[config.mk]
export PLATFORM = sky130hd
export DESIGN_NAME = vic_irq_ctrl_flat
export DESIGN_NICKNAME = d
export VERILOG_FILES = /design/src/rtl/vic_pkg.sv /design/src/rtl/vic_irq_ctrl_if.sv /design/src/rtl/vic_src_cell.sv /design/src/rtl/vic_irq_ctrl.sv /design/src/flat_wrapper.sv
export SDC_FILE = /design/constraint.sdc
export NUM_CORES = 1
export LEC_CHECK = 0
export ABC_AREA = 1
export CAP_MARGIN = 20
export CELL_PAD_IN_SITES_DETAIL_PLACEMENT = 0
export CELL_PAD_IN_SITES_GLOBAL_PLACEMENT = 1
export CORE_MARGIN = 5
export CORE_UTILIZATION = 33
export CTS_BUF_LIST = sky130_fd_sc_hd__clkbuf_4 sky130_fd_sc_hd__clkbuf_8
export CTS_CLUSTER_DIAMETER = 150
export DETAILED_ROUTE_END_ITERATION = 7
export PLACE_DENSITY = 0.89
export SYNTH_ARGS = -nofsm -noshare
export SYNTH_HDL_FRONTEND = slang
export SYNTH_HIERARCHICAL = 1
export SYNTH_SLANG_ARGS = --single-unit
[constraint.sdc]
create_clock -name i_clk -period 4.3 [get_ports i_clk]
set_input_delay 0.86 -clock i_clk [delete_from_list [all_inputs] [get_ports i_clk]]
set_output_delay 0.86 -clock i_clk [all_outputs]
set_load 0.01 [all_outputs]
[src/rtl/vic_pkg.sv]
// Shared types and constants for the vectored interrupt controller.
// Config nibble layout per source: {level, fall, rise, enable}.
package vic_pkg;

    typedef enum logic [1:0] {
        IDLE    = 2'd0,
        REQ     = 2'd1,
        SERVICE = 2'd2
    } vic_state_t;

    localparam int CFG_EN   = 0;
    localparam int CFG_RISE = 1;
    localparam int CFG_FALL = 2;
    localparam int CFG_LVL  = 3;

endpackage

[src/rtl/vic_irq_ctrl_if.sv]
// CPU-side request/acknowledge/end-of-interrupt handshake of the VIC.
// master = interrupt controller, slave = CPU interrupt entry logic.
interface vic_irq_ctrl_if #(
    parameter int N_SRC = 31,
    localparam int AW   = $clog2(N_SRC)
);
    logic          irq;
    logic [AW-1:0] irq_addr;
    logic          pending;
    logic          ack;
    logic          eoi;

    modport master (output irq, output irq_addr, output pending, input ack, input eoi);
    modport slave  (input irq, input irq_addr, input pending, output ack, output eoi);
endinterface

[src/rtl/vic_src_cell.sv]
// One interrupt source: optional input synchronizer (VIC_SYNC_EN), edge
// detection against the previous sample, and the pending bit.
module vic_src_cell
    import vic_pkg::*;
(
    input  logic       i_clk,
    input  logic       i_rst,
    input  logic       i_ext,
    input  logic [3:0] i_cfg,
    input  logic       i_clr,
    output logic       o_pend
);

    logic w_s;

`ifdef VIC_SYNC_EN
    logic r_sync1, r_sync2;

    // Reset to the live line so a line held high across reset is not an edge.
    always_ff @(posedge i_clk) begin
        if (i_rst) begin
            r_sync1 <= i_ext;
            r_sync2 <= i_ext;
        end else begin
            r_sync1 <= i_ext;
            r_sync2 <= r_sync1;
        end
    end
    assign w_s = r_sync2;
`else
    assign w_s = i_ext;
`endif

    logic r_prev;
    logic r_pend;
    logic w_rise, w_fall, w_evt, w_edge_mode;

    always_ff @(posedge i_clk) r_prev <= w_s;

    assign w_rise      = w_s & ~r_prev;
    assign w_fall      = ~w_s & r_prev;
    assign w_edge_mode = i_cfg[CFG_RISE] | i_cfg[CFG_FALL];
    assign w_evt       = (i_cfg[CFG_RISE] & w_rise) | (i_cfg[CFG_FALL] & w_fall);

    // A new event beats an acknowledge clear landing in the same cycle.
    always_ff @(posedge i_clk) begin
        if (i_rst)                 r_pend <= 1'b0;
        else if (!i_cfg[CFG_EN])   r_pend <= 1'b0;
        else if (!w_edge_mode)     r_pend <= (w_s == i_cfg[CFG_LVL]);
        else if (w_evt)            r_pend <= 1'b1;
        else if (i_clr)            r_pend <= 1'b0;
    end

    assign o_pend = r_pend;

endmodule

[src/rtl/vic_irq_ctrl.sv]
// Vectored interrupt controller top: source cells, fixed lowest-index-wins
// priority, IDLE/REQ/SERVICE handshake FSM. Option macro: VIC_SYNC_EN.
module vic_irq_ctrl
    import vic_pkg::*;
#(
    parameter int N_SRC = 31,
    localparam int AW   = $clog2(N_SRC)
) (
    input  logic               i_clk,
    input  logic               i_rst,
    input  logic [N_SRC-1:0]   i_ext,
    input  logic [4*N_SRC-1:0] i_reg,
    input  logic               i_en,
    vic_irq_ctrl_if.master     cpu
);

    vic_state_t       r_state, w_state_nxt;
    logic [AW-1:0]    r_addr;
    logic             r_opend;
    logic [N_SRC-1:0] w_pend;
    logic [N_SRC-1:0] w_clr;
    logic [N_SRC-1:0] w_mask;
    logic [AW-1:0]    w_win;
    logic             w_any;
    logic             w_ack_take;

    assign w_ack_take = (r_state == REQ) && cpu.ack;

    for (genvar gi = 0; gi < N_SRC; gi++) begin : g_src
        assign w_clr[gi] = w_ack_take && (r_addr == AW'(gi));

        vic_src_cell u_cell (
            .i_clk  (i_clk),
            .i_rst  (i_rst),
            .i_ext  (i_ext[gi]),
            .i_cfg  (i_reg[4*gi +: 4]),
            .i_clr  (w_clr[gi]),
            .o_pend (w_pend[gi])
        );
    end

    always_comb begin
        w_win = '0;
        for (int i = N_SRC - 1; i >= 0; i--) begin
            if (w_pend[i]) w_win = AW'(i);
        end
    end
    assign w_any = |w_pend;

    // An ack in the same cycle that i_en falls still completes the handshake.
    always_comb begin
        w_state_nxt = r_state;
        case (r_state)
            IDLE:    if (i_en && w_any) w_state_nxt = REQ;
            REQ: begin
                if (cpu.ack)   w_state_nxt = SERVICE;
                else if (!i_en) w_state_nxt = IDLE;
            end
            SERVICE: if (cpu.eoi) w_state_nxt = IDLE;
            default: w_state_nxt = IDLE;
        endcase
    end

    // While presenting, the presented source is not "another" pending one.
    assign w_mask = (r_state == REQ) ? (N_SRC'(1) << r_addr) : '0;

    always_ff @(posedge i_clk) begin
        if (i_rst) begin
            r_state <= IDLE;
            r_addr  <= '0;
            r_opend <= 1'b0;
        end else begin
            r_state <= w_state_nxt;
            if (r_state == IDLE && w_state_nxt == REQ) r_addr <= w_win;
            r_opend <= |(w_pend & ~w_mask);
        end
    end

    assign cpu.irq      = (r_state == REQ);
    assign cpu.irq_addr = r_addr;
    assign cpu.pending  = r_opend;

endmodule
[src/flat_wrapper.sv]
// flat-port wrapper written by rule: the top's interface ports become plain ports
module vic_irq_ctrl_flat import vic_pkg::*;
#(
    parameter int N_SRC = 31,
    localparam int AW   = $clog2(N_SRC)
)
  (i_clk, i_rst, i_ext, i_reg, i_en, cpu_irq, cpu_irq_addr, cpu_pending, cpu_ack, cpu_eoi);
  vic_irq_ctrl_if #(.N_SRC(N_SRC)) cpu_i ();
  input  logic i_clk;
  input  logic i_rst;
  input  logic [N_SRC-1:0] i_ext;
  input  logic [4*N_SRC-1:0] i_reg;
  input  logic i_en;
  output wire logic [$bits(cpu_i.irq)-1:0] cpu_irq;
  output wire logic [$bits(cpu_i.irq_addr)-1:0] cpu_irq_addr;
  output wire logic [$bits(cpu_i.pending)-1:0] cpu_pending;
  input wire logic [$bits(cpu_i.ack)-1:0] cpu_ack;
  input wire logic [$bits(cpu_i.eoi)-1:0] cpu_eoi;
  assign cpu_irq = cpu_i.irq;
  assign cpu_irq_addr = cpu_i.irq_addr;
  assign cpu_pending = cpu_i.pending;
  assign cpu_i.ack = cpu_ack;
  assign cpu_i.eoi = cpu_eoi;
  vic_irq_ctrl #(.N_SRC(N_SRC)) u_core (.i_clk(i_clk), .i_rst(i_rst), .i_ext(i_ext), .i_reg(i_reg), .i_en(i_en), .cpu(cpu_i));
endmodule
Word level (Yosys, flattened, before mapping)
Index checks and enable logic that the tools add are counted.
Widths: inputs -> output; s select.

storage, ports and cells
  memory bits (read-only) = 0
  word-level logic and storage cells = 641
  latch bits = 0
  input port bits = 160
  memories kept = 0
  register bits = 70
  bits in writable memories = 0

cells by class
  divide/modulo/power cells = 0
  bitwise gates (word level) = 281
  shift-type cells = 1
  equal/unequal tests = 95
  order comparisons = 0
  mux-type cells = 130
  multipliers = 0
  add/sub/neg operators = 0
  reductions and logical operators = 69

operators with widths
  cell                  count
  $mux 5                31
  $and 1x1->1           124
  $mux 1                93
  $ne 3x3->1 const B    31
  $not 1->1             93
  $eq 5x5->1 const B    15
  $or 1x1->1            62
  $reduce_or 2->1       31
  $reduce_or 31->1      2
  $eq 5x4->1 const B    8
  $logic_and 1x1->1     34
  $and 31x31->31        1
  $eq 1x1->1            31
  $mux 31               1
  $not 31->31           1
  $shl 1x5->31 const A  1
  $eq 5x3->1 const B    4
  $eq 5x2->1 const B    2
  $mux 2                4
  $pmux 2 s3            1
  $eq 5x1->1 const B    1
  $logic_not 5->1       1
  $eq 2x1->1 const B    2
  $eq 2x2->1 const B    1
  $logic_not 2->1       1

Logic depth before layout (Yosys ltp)
  depth after elaboration = 31
  gate-level depth with buffers = 31
  mapped depth without buffers = 31

Cells and area by module
The synthesis kept the hierarchy.

modules (own cells, without submodules)
  module        area each (um^2)  instances  cells an instance
  vic_src_cell  126.4             31         24
  vic_irq_ctrl  1346.3            1          273

Worst setup path after synthesis
No wires, ideal clock.

  path type = register to register
  start point = register u_core.r_state[0]
  end point = register u_core.r_opend (netlist: u_core/cpu.pending)
  data arrival time = 1.704 ns
  path slack = 2.452 ns
  required time = 4.155 ns
  cell stages (with the launch flop) = 12
  path through = dfxtp_1 > inv_2 > nor2_4 > inv_2 > nor2_4 > inv_2 > nor2_8 > nand4_1 > a2111oi_2 > nand4_1 > nor3_1 > a41oi_1

between the ends
  word-level cells in the longest chain between the ends = 5

RTL lines
  what                      line                RTL
  start: declaration        vic_irq_ctrl.sv:17  vic_state_t r_state, w_state_nxt;
  start signal: assignment  vic_irq_ctrl.sv:73  r_state <= w_state_nxt;
  $eq 2x1->1                -
  via cpu_irq               flat_wrapper.sv:14  output wire logic [$bits(cpu_i.irq)-1:0] cpu_irq;
  $mux 31                   vic_irq_ctrl.sv:65  assign w_mask = (r_state == REQ) ? (N_SRC'(1) << r_addr) : '0;
  $not 31->31               vic_irq_ctrl.sv:75  r_opend <= |(w_pend & ~w_mask);
  $and 31x31->31            vic_irq_ctrl.sv:75
  $reduce_or 31->1          vic_irq_ctrl.sv:75
  end signal: assignment    vic_irq_ctrl.sv:75
  end: declaration          vic_irq_ctrl.sv:19  logic r_opend;

The timed path passes the listed nets, and every way through them passes these cells.
A chain may end at the register's enable or synchronous reset.

Worst setup path in the final report
  start point = register u_core.r_addr[2] (netlist: u_core/cpu.irq_addr[2])
  end point = output cpu_irq_addr[2]

RTL lines
  what                      line                RTL
  start: declaration        vic_irq_ctrl.sv:18  logic [AW-1:0] r_addr;
  start signal: assignment  vic_irq_ctrl.sv:74  if (r_state == IDLE && w_state_nxt == REQ) r_addr <= w_win;
  end: declaration          flat_wrapper.sv:15  output wire logic [$bits(cpu_i.irq_addr)-1:0] cpu_irq_addr;

No word-level cell between the ends.

==> results.toml <==
[clock_tree]
clockRootBuffer = "clkbuf_8"
cts_buffer_depth = 2
tritoncts.num_buffers = 9
cts.clk_slew.worst_paths_ns = 0.08
cts_resized = 0
htreeDepth = 3
clock_latency_ns = 0.37
post_cts_buffers = 0
cts_num_sinks = 70
cts_tree = "built"
hold_buffers = 0

[synthesis]
seq_area_frac_synth_pct = 26.6
netlist_instances = 1017
synth_xor_area_share_pct = 0
synth_compound_area_share_pct = 3.95
yosysUniqueCellTypes = 25
yosysWarnings = 6
ys_seq_elements = 70
synth.top_cell.area_share_pct = 26.6
synth_area_sq_mm = 0.00526
synth_top_family_by_area = "simple AND/OR/NAND/NOR gates"
synth_common_cells = "366 x nand2_1, 293 x inv_1, 121 x nor2_1"
syn-num-nets = 1177
synthAdderAreaFrac_pct = 0
synth_mux_area_share_pct = 0
yosys_most_used_dff = "dfxtp_1"
synthTopCellsByArea = "dfxtp_1 27%, nand2_1 26%, inv_1 21%"
synth_edf_count = 0
yosysMostFrequentCell = "nand2_1"
yosysTopAreaCell = "dfxtp_1"
synthSimpleGateAreaFrac_pct = 47.7
syn_area_per_cell_sq_um = 5.18
async_flop_share_pct = 0

[sta]
finalSetupViolCount = 0
clock_skew_ns = 0.0116
setup_tns_ns = 0
rsz0062_at_grt = "false"
fin_crit_ns = 2.37
tightest_slew_ns = 0.874
hold_viol = 0
setup_ws_ns = 1.93
slew_headroom_pct = 41.7
slew_viol_final = 0
finalCritPeriodShare_pct = 55.0
holdWs_ns = 0.568
fmax_ghz = 0.423

[min_path]
worstHoldStart = "u_core/g_src[22].u_cell/r_prev"
worstHoldEndpoint = "u_core/g_src[22].u_cell/o_pend"
hold_depth = 5
hold_path_class = "flip-flop to flip-flop"

[critical_path]
r2r_setup_slack_ns = 2.06
crit_slowest_cell = "clkdlybuf4s50_1"
critPathLaunchType = "flip-flop"
path_class = "flip-flop to output pin"
end_kind = "output pin"
path_cells = "clkdlybuf4s50_1"
max_stage_delay_ns = 0.62
timing.critical_path.buf_inv = 1
reg2reg_to = "u_core/cpu.irq_addr[0]"
reg2regPathDepth = 31
reg2reg_from = "u_core/g_src[28].u_cell/o_pend"
critPathMaxFanout = 8
crit_family = "buffers and inverters"
arrival_ns = 1.51
critPathRequiredTime_ns = 3.44

[drt]
avgViaCountPerCell = 4.19
vias = 5918
dr.pass1.iters = 4
drtIter0Drc = 294
ant_nets = 0
wire_per_inst_um = 11.1
wl_um = 15600
drc = 0

[global_route]
grt_max_degree = 39
grt_pass1_vias = 5500
antenna_found_initial = 0
track_usage_pct = 16.8
grt_pass1_wl_um = 25200
grt_overflow = 0

[die]
die-area_sq_mm = 0.0186
die_x_um = 136
num_rows = 46
die-height_um = 136
io_pins = 167
core_area_sq_mm = 0.0158
start_util_pct = 33.4

[status]
status = "finished, final reports clean"

[placement]
dp.final_hpwl_um = 12800
pre_cts_slack_ns = 1.86
place_congestion = 0.959
io_buffers = 166

[cells_and_area]
syn_to_final_growth_pct = 41.6
multi_input_area_sq_mm = 0.00272
nNetsFinal = 1352
seq_area_sq_mm = 0.00140
nFillCells = 1754
drive_gt1_share_pct = 2.92
antenna_cells = 0

[power]
power.leakage_nw = 4.18
power.density_mw_per_mm2 = 265
ir_drop_v = 0.000164

[job]
drv_cap = 0
[how the worst max path moves through the flow]
stage / from / endpoint / slack (ns) / cells past startpoint
2_1_floorplan: u_core/r_state[0] / u_core/cpu.pending / 2.45 / 11
3_3_place_gp: cpu_ack / u_core/g_src[0].u_cell/o_pend / 1.88 / 8
3_5_place_dp: cpu_ack / u_core/g_src[17].u_cell/o_pend / 1.86 / 8
4_1_cts: u_core/cpu.irq_addr[2] / cpu_irq_addr[2] / 1.90 / 1
5_1_grt: u_core/g_src[28].u_cell/o_pend / u_core/cpu.irq_addr[0] / 1.72 / 31
6_report: u_core/cpu.irq_addr[2] / cpu_irq_addr[2] / 1.93 / 1
[metrics by stage]
| stage | std cells | util (%) | power, mW | cell area (sq um) |
|---|---|---|---|---|
| 3_3_place_gp | 1397 | 45.5 | 1.26 | 7180 |
| 4_1_cts | 1413 | 47.3 | 2.00 | 7450 |
| 6_report | 1413 | 47.3 | 1.97 | 7450 |
| 5_1_grt | 1413 | 47.3 | 2.10 | 7450 |
| 2_1_floorplan | 1017 | - | 0.994 | 5260 |
| 3_5_place_dp | 1397 | 45.5 | 1.26 | 7180 |
[sequential cells by signal (all words and copies together) (netlist names)]
| signal | count |
|---|---|
| u_core/g_src.u_cell/r_prev | 31 |
| u_core/r_state | 2 |
| u_core/g_src.u_cell/o_pend | 31 |
| u_core/cpu.pending | 1 |
| u_core/cpu.irq_addr | 5 |
[routing by layer]
metal / GRT usage (%) / share of wire, % / up-vias
li1: - / - / 3291
met1: 21.7 / 47 / 2443
met2: 27.5 / 44 / 161
met3: 3.48 / 6.9 / 23
met4: 6.49 / 1.8 / 0
met5: 0 / 0 / -
[cells by family after synthesis]
logic type / count (synthesis)
AOI/OAI and AO/OA: 32
buffers and inverters: 305
DFF: 70
and+or+nand+nor: 610
[worst reg2reg max path: cells and delay by family, from the launching register on]
family | cells | cell delay [ns]
flip-flops | 1 | 0.38
AND/OR/NAND/NOR | 29 | 1.59
buffers and inverters | 1 | 0.09
AO/OA/AOI/OAI | 1 | 0.04
[layout by cell type, fill, tap and decap left out, types with 4 or more instances in the layout]
master / synthesis / routed
a21oi_1: 11 / 11
bufinv_16: 0 / 4
clkbuf_8: 0 / 10
clkdlybuf4s50_1: 0 / 165
dfxtp_1: 70 / 70
inv_1: 293 / 293
inv_2: 10 / 10
nand2_1: 366 / 366
nand3_1: 96 / 96
nand4_1: 5 / 5
nor2_1: 121 / 121
nor3_1: 13 / 13
o21ai_0: 6 / 6
[layout make-up]
| type | count | area share [%] |
|---|---|---|
| Tap cell | 216 | 3.63 |
| Multi-Input combinational cell | 642 | 36.5 |
| Clock inverter | 6 | 1.78 |
| Inverter | 303 | 15.3 |
| Timing Repair Buffer | 166 | 22.2 |
| Clock buffer | 10 | 1.85 |
| Sequential cell | 70 | 18.8 |
[report_power, final]
group	internal (mW)	switching [mW]	leakage (nW)
sequential	0.687	0.0387	0.583
clock	0.459	0.270	0.132
combinational	0.255	0.263	3.46
Note: power is estimated with default switching activity, not from simulation.
